### src/rtl/fancy_timer_pkg.sv
// Shared types and helpers for the serial-command timer.
// States are one-hot; bit indices name each state.
package fancy_timer_pkg;

   localparam int SEARCH = 0;
   localparam int SHIFT  = 1;
   localparam int COUNT  = 2;
   localparam int WAIT   = 3;

   typedef enum logic [3:0] {
      S_SEARCH = 4'b0001,
      S_SHIFT  = 4'b0010,
      S_COUNT  = 4'b0100,
      S_WAIT   = 4'b1000
   } state_t;

   function automatic int unit_w(input int n);
      return (n > 1) ? $clog2(n) : 1;
   endfunction

endpackage

### src/rtl/fancy_timer_if.sv
// Serial command and status bundle of the timer.
// The master drives d/ack; the slave reports status.
interface fancy_timer_if #(
   parameter int DELAY_W = 4
);
   logic               d;
   logic               ack;
   logic               shift_ena;
   logic               counting;
   logic               done;
   logic [DELAY_W-1:0] count;
   logic [3:0]         state_onehot;

   modport master (
      output d, ack,
      input  shift_ena, counting, done, count, state_onehot
   );

   modport slave (
      input  d, ack,
      output shift_ena, counting, done, count, state_onehot
   );
endinterface

### src/rtl/fancy_timer_pattern_match.sv
// Overlap-aware start-pattern detector on the serial input.
// Fill tracks how many valid history bits have been seen.
module fancy_timer_pattern_match
   import fancy_timer_pkg::*;
#(
   parameter int               PAT_W   = 4,
   parameter logic [PAT_W-1:0] PATTERN = 4'b1101
) (
   input  logic clk,
   input  logic rst_n,
   input  logic d,
   input  logic enable,
   input  logic clear,
   output logic match
);
   localparam int HW = PAT_W - 1;
   localparam int FW = unit_w(PAT_W);
   localparam logic [FW-1:0] FILL_MAX = FW'(HW);

   logic [HW-1:0]    hist;
   logic [FW-1:0]    fill;
   logic [PAT_W-1:0] win;

   assign win   = {hist, d};
   assign match = enable && (fill == FILL_MAX) && (win == PATTERN);

   always_ff @(posedge clk or negedge rst_n) begin
      if (!rst_n) begin
         hist <= '0;
         fill <= '0;
      end else if (clear) begin
         hist <= '0;
         fill <= '0;
      end else if (enable) begin
         hist <= win[HW-1:0];
         if (fill != FILL_MAX)
            fill <= fill + FW'(1);
      end
   end
endmodule

### src/rtl/fancy_timer_fsm.sv
// Serial-command timer: find pattern, shift delay, count, wait ack.
// Counting lasts (delay+1)*UNIT_CYCLES cycles.
module fancy_timer_fsm
   import fancy_timer_pkg::*;
#(
   parameter int               PAT_W       = 4,
   parameter logic [PAT_W-1:0] PATTERN     = 4'b1101,
   parameter int               DELAY_W     = 4,
   parameter int               UNIT_CYCLES = 1000
) (
   input logic          clk,
   input logic          rst_n,
   fancy_timer_if.slave bus
);
   localparam int UW = unit_w(UNIT_CYCLES);
   localparam int BW = unit_w(DELAY_W);
   localparam logic [UW-1:0] RELOAD   = UW'(UNIT_CYCLES - 1);
   localparam logic [BW-1:0] LAST_BIT = BW'(DELAY_W - 1);

   state_t             state;
   state_t             next;
   logic [DELAY_W-1:0] count;
   logic [BW-1:0]      bit_cnt;
   logic [UW-1:0]      unit_cnt;
   logic [DELAY_W:0]   shifted;
   logic               match;
   logic               clear;
   logic               unit_end;
   logic               bits_end;
   logic               searching;

   assign searching = (state == S_SEARCH);
   assign clear     = (state == S_WAIT) && bus.ack;
   assign unit_end  = (unit_cnt == '0);
   assign bits_end  = (bit_cnt == LAST_BIT);
   assign shifted   = {count, bus.d};
   assign bus.count = count;

   fancy_timer_pattern_match #(
      .PAT_W   (PAT_W),
      .PATTERN (PATTERN)
   ) u_match (
      .clk    (clk),
      .rst_n  (rst_n),
      .d      (bus.d),
      .enable (searching),
      .clear  (clear),
      .match  (match)
   );

   always_ff @(posedge clk or negedge rst_n) begin
      if (!rst_n)
         state <= S_SEARCH;
      else
         state <= next;
   end

   // Unknown (non-one-hot) encodings fall to the default and recover.
   always_comb begin
      next               = S_SEARCH;
      bus.shift_ena      = 1'b0;
      bus.counting       = 1'b0;
      bus.done           = 1'b0;
      bus.state_onehot   = state;
      case (state)
         S_SEARCH: next = match ? S_SHIFT : S_SEARCH;
         S_SHIFT: begin
            bus.shift_ena = 1'b1;
            next = bits_end ? S_COUNT : S_SHIFT;
         end
         S_COUNT: begin
            bus.counting = 1'b1;
            next = (unit_end && count == '0) ? S_WAIT : S_COUNT;
         end
         S_WAIT: begin
            bus.done = 1'b1;
            next = bus.ack ? S_SEARCH : S_WAIT;
         end
         default: next = S_SEARCH;
      endcase
   end

   always_ff @(posedge clk or negedge rst_n) begin
      if (!rst_n) begin
         count    <= '0;
         bit_cnt  <= '0;
         unit_cnt <= '0;
      end else begin
         case (state)
            S_SEARCH: begin
               if (match)
                  bit_cnt <= '0;
            end
            S_SHIFT: begin
               count <= shifted[DELAY_W-1:0];
               if (bits_end)
                  unit_cnt <= RELOAD;
               else
                  bit_cnt <= bit_cnt + BW'(1);
            end
            S_COUNT: begin
               if (!unit_end) begin
                  unit_cnt <= unit_cnt - UW'(1);
               end else if (count != '0) begin
                  count    <= count - DELAY_W'(1);
                  unit_cnt <= RELOAD;
               end
            end
            default: ;
         endcase
      end
   end
endmodule

### src/flat_wrapper.sv
// flat-port wrapper written by rule: the top's interface ports become plain ports
module fancy_timer_fsm_flat import fancy_timer_pkg::*;
#(
   parameter int               PAT_W       = 4,
   parameter logic [PAT_W-1:0] PATTERN     = 4'b1101,
   parameter int               DELAY_W     = 4,
   parameter int               UNIT_CYCLES = 1000
)
  (clk, rst_n, bus_d, bus_ack, bus_shift_ena, bus_counting, bus_done, bus_count, bus_state_onehot);
  fancy_timer_if #(.DELAY_W(DELAY_W)) bus_i ();
  input logic clk;
  input logic rst_n;
  input wire logic [$bits(bus_i.d)-1:0] bus_d;
  input wire logic [$bits(bus_i.ack)-1:0] bus_ack;
  output wire logic [$bits(bus_i.shift_ena)-1:0] bus_shift_ena;
  output wire logic [$bits(bus_i.counting)-1:0] bus_counting;
  output wire logic [$bits(bus_i.done)-1:0] bus_done;
  output wire logic [$bits(bus_i.count)-1:0] bus_count;
  output wire logic [$bits(bus_i.state_onehot)-1:0] bus_state_onehot;
  assign bus_i.d = bus_d;
  assign bus_i.ack = bus_ack;
  assign bus_shift_ena = bus_i.shift_ena;
  assign bus_counting = bus_i.counting;
  assign bus_done = bus_i.done;
  assign bus_count = bus_i.count;
  assign bus_state_onehot = bus_i.state_onehot;
  fancy_timer_fsm #(.PAT_W(PAT_W), .PATTERN(PATTERN), .DELAY_W(DELAY_W), .UNIT_CYCLES(UNIT_CYCLES)) u_core (.clk(clk), .rst_n(rst_n), .bus(bus_i));
endmodule
### config.mk
export PLATFORM = sky130hd
export DESIGN_NAME = fancy_timer_fsm_flat
export DESIGN_NICKNAME = d
export VERILOG_FILES = /design/src/rtl/fancy_timer_pkg.sv /design/src/rtl/fancy_timer_if.sv /design/src/rtl/fancy_timer_pattern_match.sv /design/src/rtl/fancy_timer_fsm.sv /design/src/flat_wrapper.sv
export SDC_FILE = /design/constraint.sdc
export NUM_CORES = 1
export LEC_CHECK = 0
export ABC_AREA = 1
export BUFFER_PORTS_ARGS = -buffer_cell sky130_fd_sc_hd__buf_2
export CAP_MARGIN = 25
export CORE_MARGIN = 2
export CORE_UTILIZATION = 30
export DETAILED_ROUTE_END_ITERATION = 10
export SLEW_MARGIN = 0
export SYNTH_ARGS = -nofsm -noshare
export SYNTH_HDL_FRONTEND = slang
export SYNTH_SLANG_ARGS = --single-unit
### constraint.sdc
create_clock -name clk -period 4.2 [get_ports clk]
set_clock_uncertainty 0.1 [all_clocks]
set_input_delay 0.42 -clock clk [delete_from_list [all_inputs] [get_ports clk]]
set_output_delay 0.42 -clock clk [all_outputs]
set_load 0.05 [all_outputs]
======== Yosys cells after proc, flatten, opt, wreduce, memory -nomap -nowiden ========
Index checks and enable logic that the tools add are counted.
storage, ports and cells
  input bits .............................. 4
  logic and storage cells ................. 62
  output and inout bits ................... 11
  register bits ........................... 25
cells by class
  multiplexer cells ....................... 23
  reductions and logical operators ........ 15
  equality and inequality tests ........... 14
  add/sub/neg operators ................... 4
operators with widths
  kind                   number
  $mux 10                3
  $pmux 10 s2            1
  $mux 4                 4
  $pmux 4 s4             1
  $mux 2                 6
  $logic_not 10->1       1
  $sub 10x1->10 const B  1
  $mux 3                 3
  $reduce_and 3->1       3
  $eq 4x4->1 const B     2
  $ne 2x1->1 const B     4
  $pmux 4 s2             1
  $reduce_bool 2->1      4
  $add 2x1->2 const B    2
  $eq 2x2->1 const B     2
  $eq 4x1->1 const B     1
  $eq 4x2->1 const B     1
  $eq 4x3->1 const B     1
  $logic_and 1x1->1      4
  $logic_not 4->1        1
  $ne 2x2->1 const B     2
  $pmux 2 s2             1
  $reduce_bool 4->1      1
  $sub 4x1->4 const B    1
  3 further kinds        5

======== Longest topological paths before layout ========
  depth after elaboration ................. 5
  depth in mapped cells ................... 10
  depth with buffers taken out ............ 9

======== Hierarchy ========
From an unflattened synthesis, not the netlist that was laid out.
second synthesis, totals
  cells, all modules ...................... 205
  area, all modules ....................... 1556.5 um^2
modules (own cells, without submodules)
  module                     instances  cells an instance  sequential area each (um^2)  area each (um^2)
  fancy_timer_fsm            1          174                501.7                        1301.2
  fancy_timer_pattern_match  1          31                 125.1                        255.2

======== Worst setup path before layout ========
No wires, ideal clock.
  kind .................................... reg-to-reg
  start ................................... register u_core.state[3] (netlist: u_core.bus.state_onehot[3])
  end ..................................... register u_core.u_match.hist[1]
  setup time .............................. 0.126 ns
  slack ................................... 2.003 ns
  arrival ................................. 1.972 ns
  data required time ...................... 3.974 ns
  clock period less this slack ............ 2.197 ns
  path buffers ............................ 0
  stages on the path, launching flop included .. 6
  path through ............................ dfrtp_1 inv_1 nor3_2 nand2_1 nand2_1 o22ai_1
between the ends
  cells in the longest elaborated chain, start to end .. 3
  elaborated cells on any way between the ends .. 5
  those cells by class .................... eq/ne: 2; mux: 1; reduce/logical: 2
RTL lines
  item                                                RTL line                         RTL
  start: declaration                                  fancy_timer_fsm.sv:20            state_t state;
  start signal: assignment                            fancy_timer_fsm.sv:55            state <= next;
  $eq 4x4->1                                          fancy_timer_fsm.sv:33            assign clear = (state == S_WAIT) && bus.ack;
  $logic_and 1x1->1                                   fancy_timer_fsm.sv:33
  $mux 3 / $reduce_bool 2->1 (equally long branches)  n/a
  end signal: assignment                              fancy_timer_pattern_match.sv:35  hist <= win[HW-1:0];
  end: declaration                                    fancy_timer_pattern_match.sv:20  logic [HW-1:0] hist;
Several ways; a longest one is shown, not always the timed one.
A chain may end at the register's enable or synchronous reset.

======== Final worst setup path ========
  start ................................... register u_core.state[3] (netlist: u_core.bus.state_onehot[3])
  end ..................................... output port bus_counting
between the ends
  cells in the longest elaborated chain, start to end .. 2
RTL lines
  item              RTL line               RTL
  $eq 4x3->1        fancy_timer_fsm.sv:65  case (state)
  $mux 1            fancy_timer_fsm.sv:65
  end: declaration  flat_wrapper.sv:16     output wire logic [$bits(bus_i.counting)-1:0] bus_counting;
No other way between the ends.

==> run summary <==
initial drt markers - 68
Static Leak - 0.851 nW
io pins - 15
Post-Syn Area - 0.00152 mm2
prevailing post-synth register cell - dfrtp_1
syn nets - 204
Buf/Inv on CP - 2
CTS tree - built
Die W - 75.3 um
Final #Nets - 221
crit path launch type - flop
largest net degree at the start of global routing - 26
Layout Utilization - 35.4%
ordered list of cells on the worst path - inv_1 -> nand2_1 -> nor2_4 -> buf_2
Final period util - 50.2%
fmax - 474 MHz
CTS max path bufs - 2
Die Height - 75.3 um
EDFF count, synth - 0
Port Buf Inserts - 14
synthesized area per cell - 7.82 um2
Yosys cell types - 30
Synth area leader - dfrtp_1
via/cell ratio - 4.64
Critical Path RT - 3.68 ns
total wire length - 3100 um
CTS Sinks - 25
half-perimeter wire length after detailed placement - 2330 um
Starting Density - 31.6%
# diodes - 0
Critical Path AT - 1.59 ns
CP Capture Type - output port
total grt overflow - 0
Worst-Margin Slew - 0.559 ns
Post-Synthesis Cells - 195
initial antenna violation count - 0
Post-CTS Setup Inserts - 0
H-tree level count - 1
Crit path largest cell delay - 0.41 ns
RSZ-0062 raised after global routing - false
critical path's slowest cell - dfrtp_1
later-pin clock latency in the skew report - 0.27 ns
drt pass-1 iters - 4
CP Max Fanout - 14
final hold vios - 0
Cell Rows - 25
residual DRC count - 0
clock-pin transition on the worst setup and hold timing paths - 0.09 ns
YS warnings - 0
Period minus WS final - 2.11 ns
Post-CTS Hold Buffers - 0
Routed Antenna Nets - 0
# setup viols final - 0
Synth top area share - 39.4%
fill count - 534
total CTS buffers - 3
Synth area leaders - dfrtp_1, nand2_1, inv_1
Hold Path Class - input pin to async pin
number of global-route vias before repair - 1235
FFs w/ async S/R, synth - 100%
Slew Viols, Final - 0
gr usage total - 12.3%
Top delay family on crit path - buffers and inverters
Layout area overhead - 12.0%
ratio of cells with drive above 1 in the final layout - 21.3%
Worst VDD drop - 167 uV
status - completed
cell with the most instances after synthesis - nand2_1
Placer Congestion - 0.812
vias - 1290
register area share after synthesis - 41.1%
FF+latch count, synth - 25
Crit Path Category - flop to output port
Routed wire per std cell - 11.2 um
CTS Root Cell - clkbuf_8
R2R setup slack - 2.38 ns
Max-cap violations - 0
core region area - 0.00482 mm2
CTS resizes - 0
slew margin rel. - 62.8%
first-pass GRT wire length - 5320 um
most frequent cells after synthesis - nand2_1, inv_1, dfrtp_1, nor2_1, nand3_1
total negative slack - 0 ns
total power per unit cell area - 601 mW/mm2
full die area - 0.00567 mm2
flip-flops by register name (all words and copies together) (netlist names):
name	count
u_core.bit_cnt	2
u_core.u_match.fill	2
u_core.u_match.hist	3
u_core.unit_cnt	10
u_core.bus.count	4
u_core.bus.state_onehot	4
final timing paths:
| check | start | endpoint | depth (start not counted) |
|---|---|---|---|
| max | u_core.bus.state_onehot[3] | bus_counting | 4 |
| min | rst_n | u_core.u_match.fill[0] | 1 |
| max reg2reg | u_core.unit_cnt[1] | u_core.bus.count[0] | 9 |
| min reg2reg | u_core.bit_cnt[1] | u_core.bit_cnt[1] | 2 |
| max in group asynchronous | rst_n | u_core.bus.state_onehot[0] | 1 |
| min in group clk | bus_ack | u_core.u_match.fill[0] | 2 |
per-layer routing:
metal | GRT usage, % | vias to the layer above | routed length [um]
met1 | 15.8 | 608 | 1540
met3 | 1.61 | 5 | 63
li1 | - | 666 | -
met4 | 5.26 | 0 | 64
met5 | 0 | - | 0
met2 | 20.7 | 11 | 1440
logic make-up after synthesis:
kind of cell | synth area share [%]
and+or+nand+nor | 33.7
xor gates and xnor gates | 0.575
DFF | 41.1
AOI/OAI and AO/OA | 11.9
adders and majority gates | 4.11
buffers and inverters | 8.54
layout by cell type (no fill, tap or decap), types with 3 or more instances in the layout:
cell,netlist,routed
a21oi_1,4,4
buf_2,1,14
clkbuf_8,0,3
dfrtp_1,24,24
ha_1,5,5
inv_1,27,27
nand2_1,45,45
nand2_4,3,3
nand3_1,15,15
nand3_2,4,4
nand4_1,7,7
nor2_1,17,17
o21ai_0,9,9
o21ai_1,4,4
o21ai_2,7,7
o22ai_1,3,3
where the power goes:
group          switching [mW]  internal, mW  leakage, nW
registers              0.0526         0.317        0.323
clock network          0.0787        0.0680       0.0228
logic                   0.337         0.173        0.506
total                   0.468         0.558        0.851
worst reg2reg max path, cell delays in order, from the launching register on:
cell and delay [ns]:
dfrtp_1 0.37, inv_1 0.13, ha_1 0.24, nand3_2 0.16
nor2_4 0.18, nand2_4 0.09, nand2_4 0.11, nand3_2 0.16
nand2_1 0.11, o21ai_1 0.07
layout make-up:
type / instances / area (um2) / area share, %
Multi-Input combinational cell: 138 / 767 / 44.9
Sequential cell: 25 / 627 / 36.7
Inverter: 30 / 114 / 6.67
Tap cell: 67 / 83.8 / 4.91
Timing Repair Buffer: 14 / 70.1 / 4.11
Clock buffer: 4 / 45.0 / 2.64
per-stage QoR:
stage / std cells / hold slack (ns) / total power, mW / setup WS (ns) / cell area (um2)
after global routing: 278 / 0.0725 / 1.12 / 1.98 / 1710
after detailed placement: 274 / 0.355 / 0.887 / 2.40 / 1660
final: 278 / 0.0210 / 1.03 / 2.09 / 1710
after floorplan: 195 / 0.0244 / 0.786 / 2.00 / 1520
after global placement: 274 / 0.351 / 0.876 / 2.39 / 1660
after CTS: 278 / 0.0530 / 1.04 / 2.08 / 1710
Power figures use the tool's default switching activity.
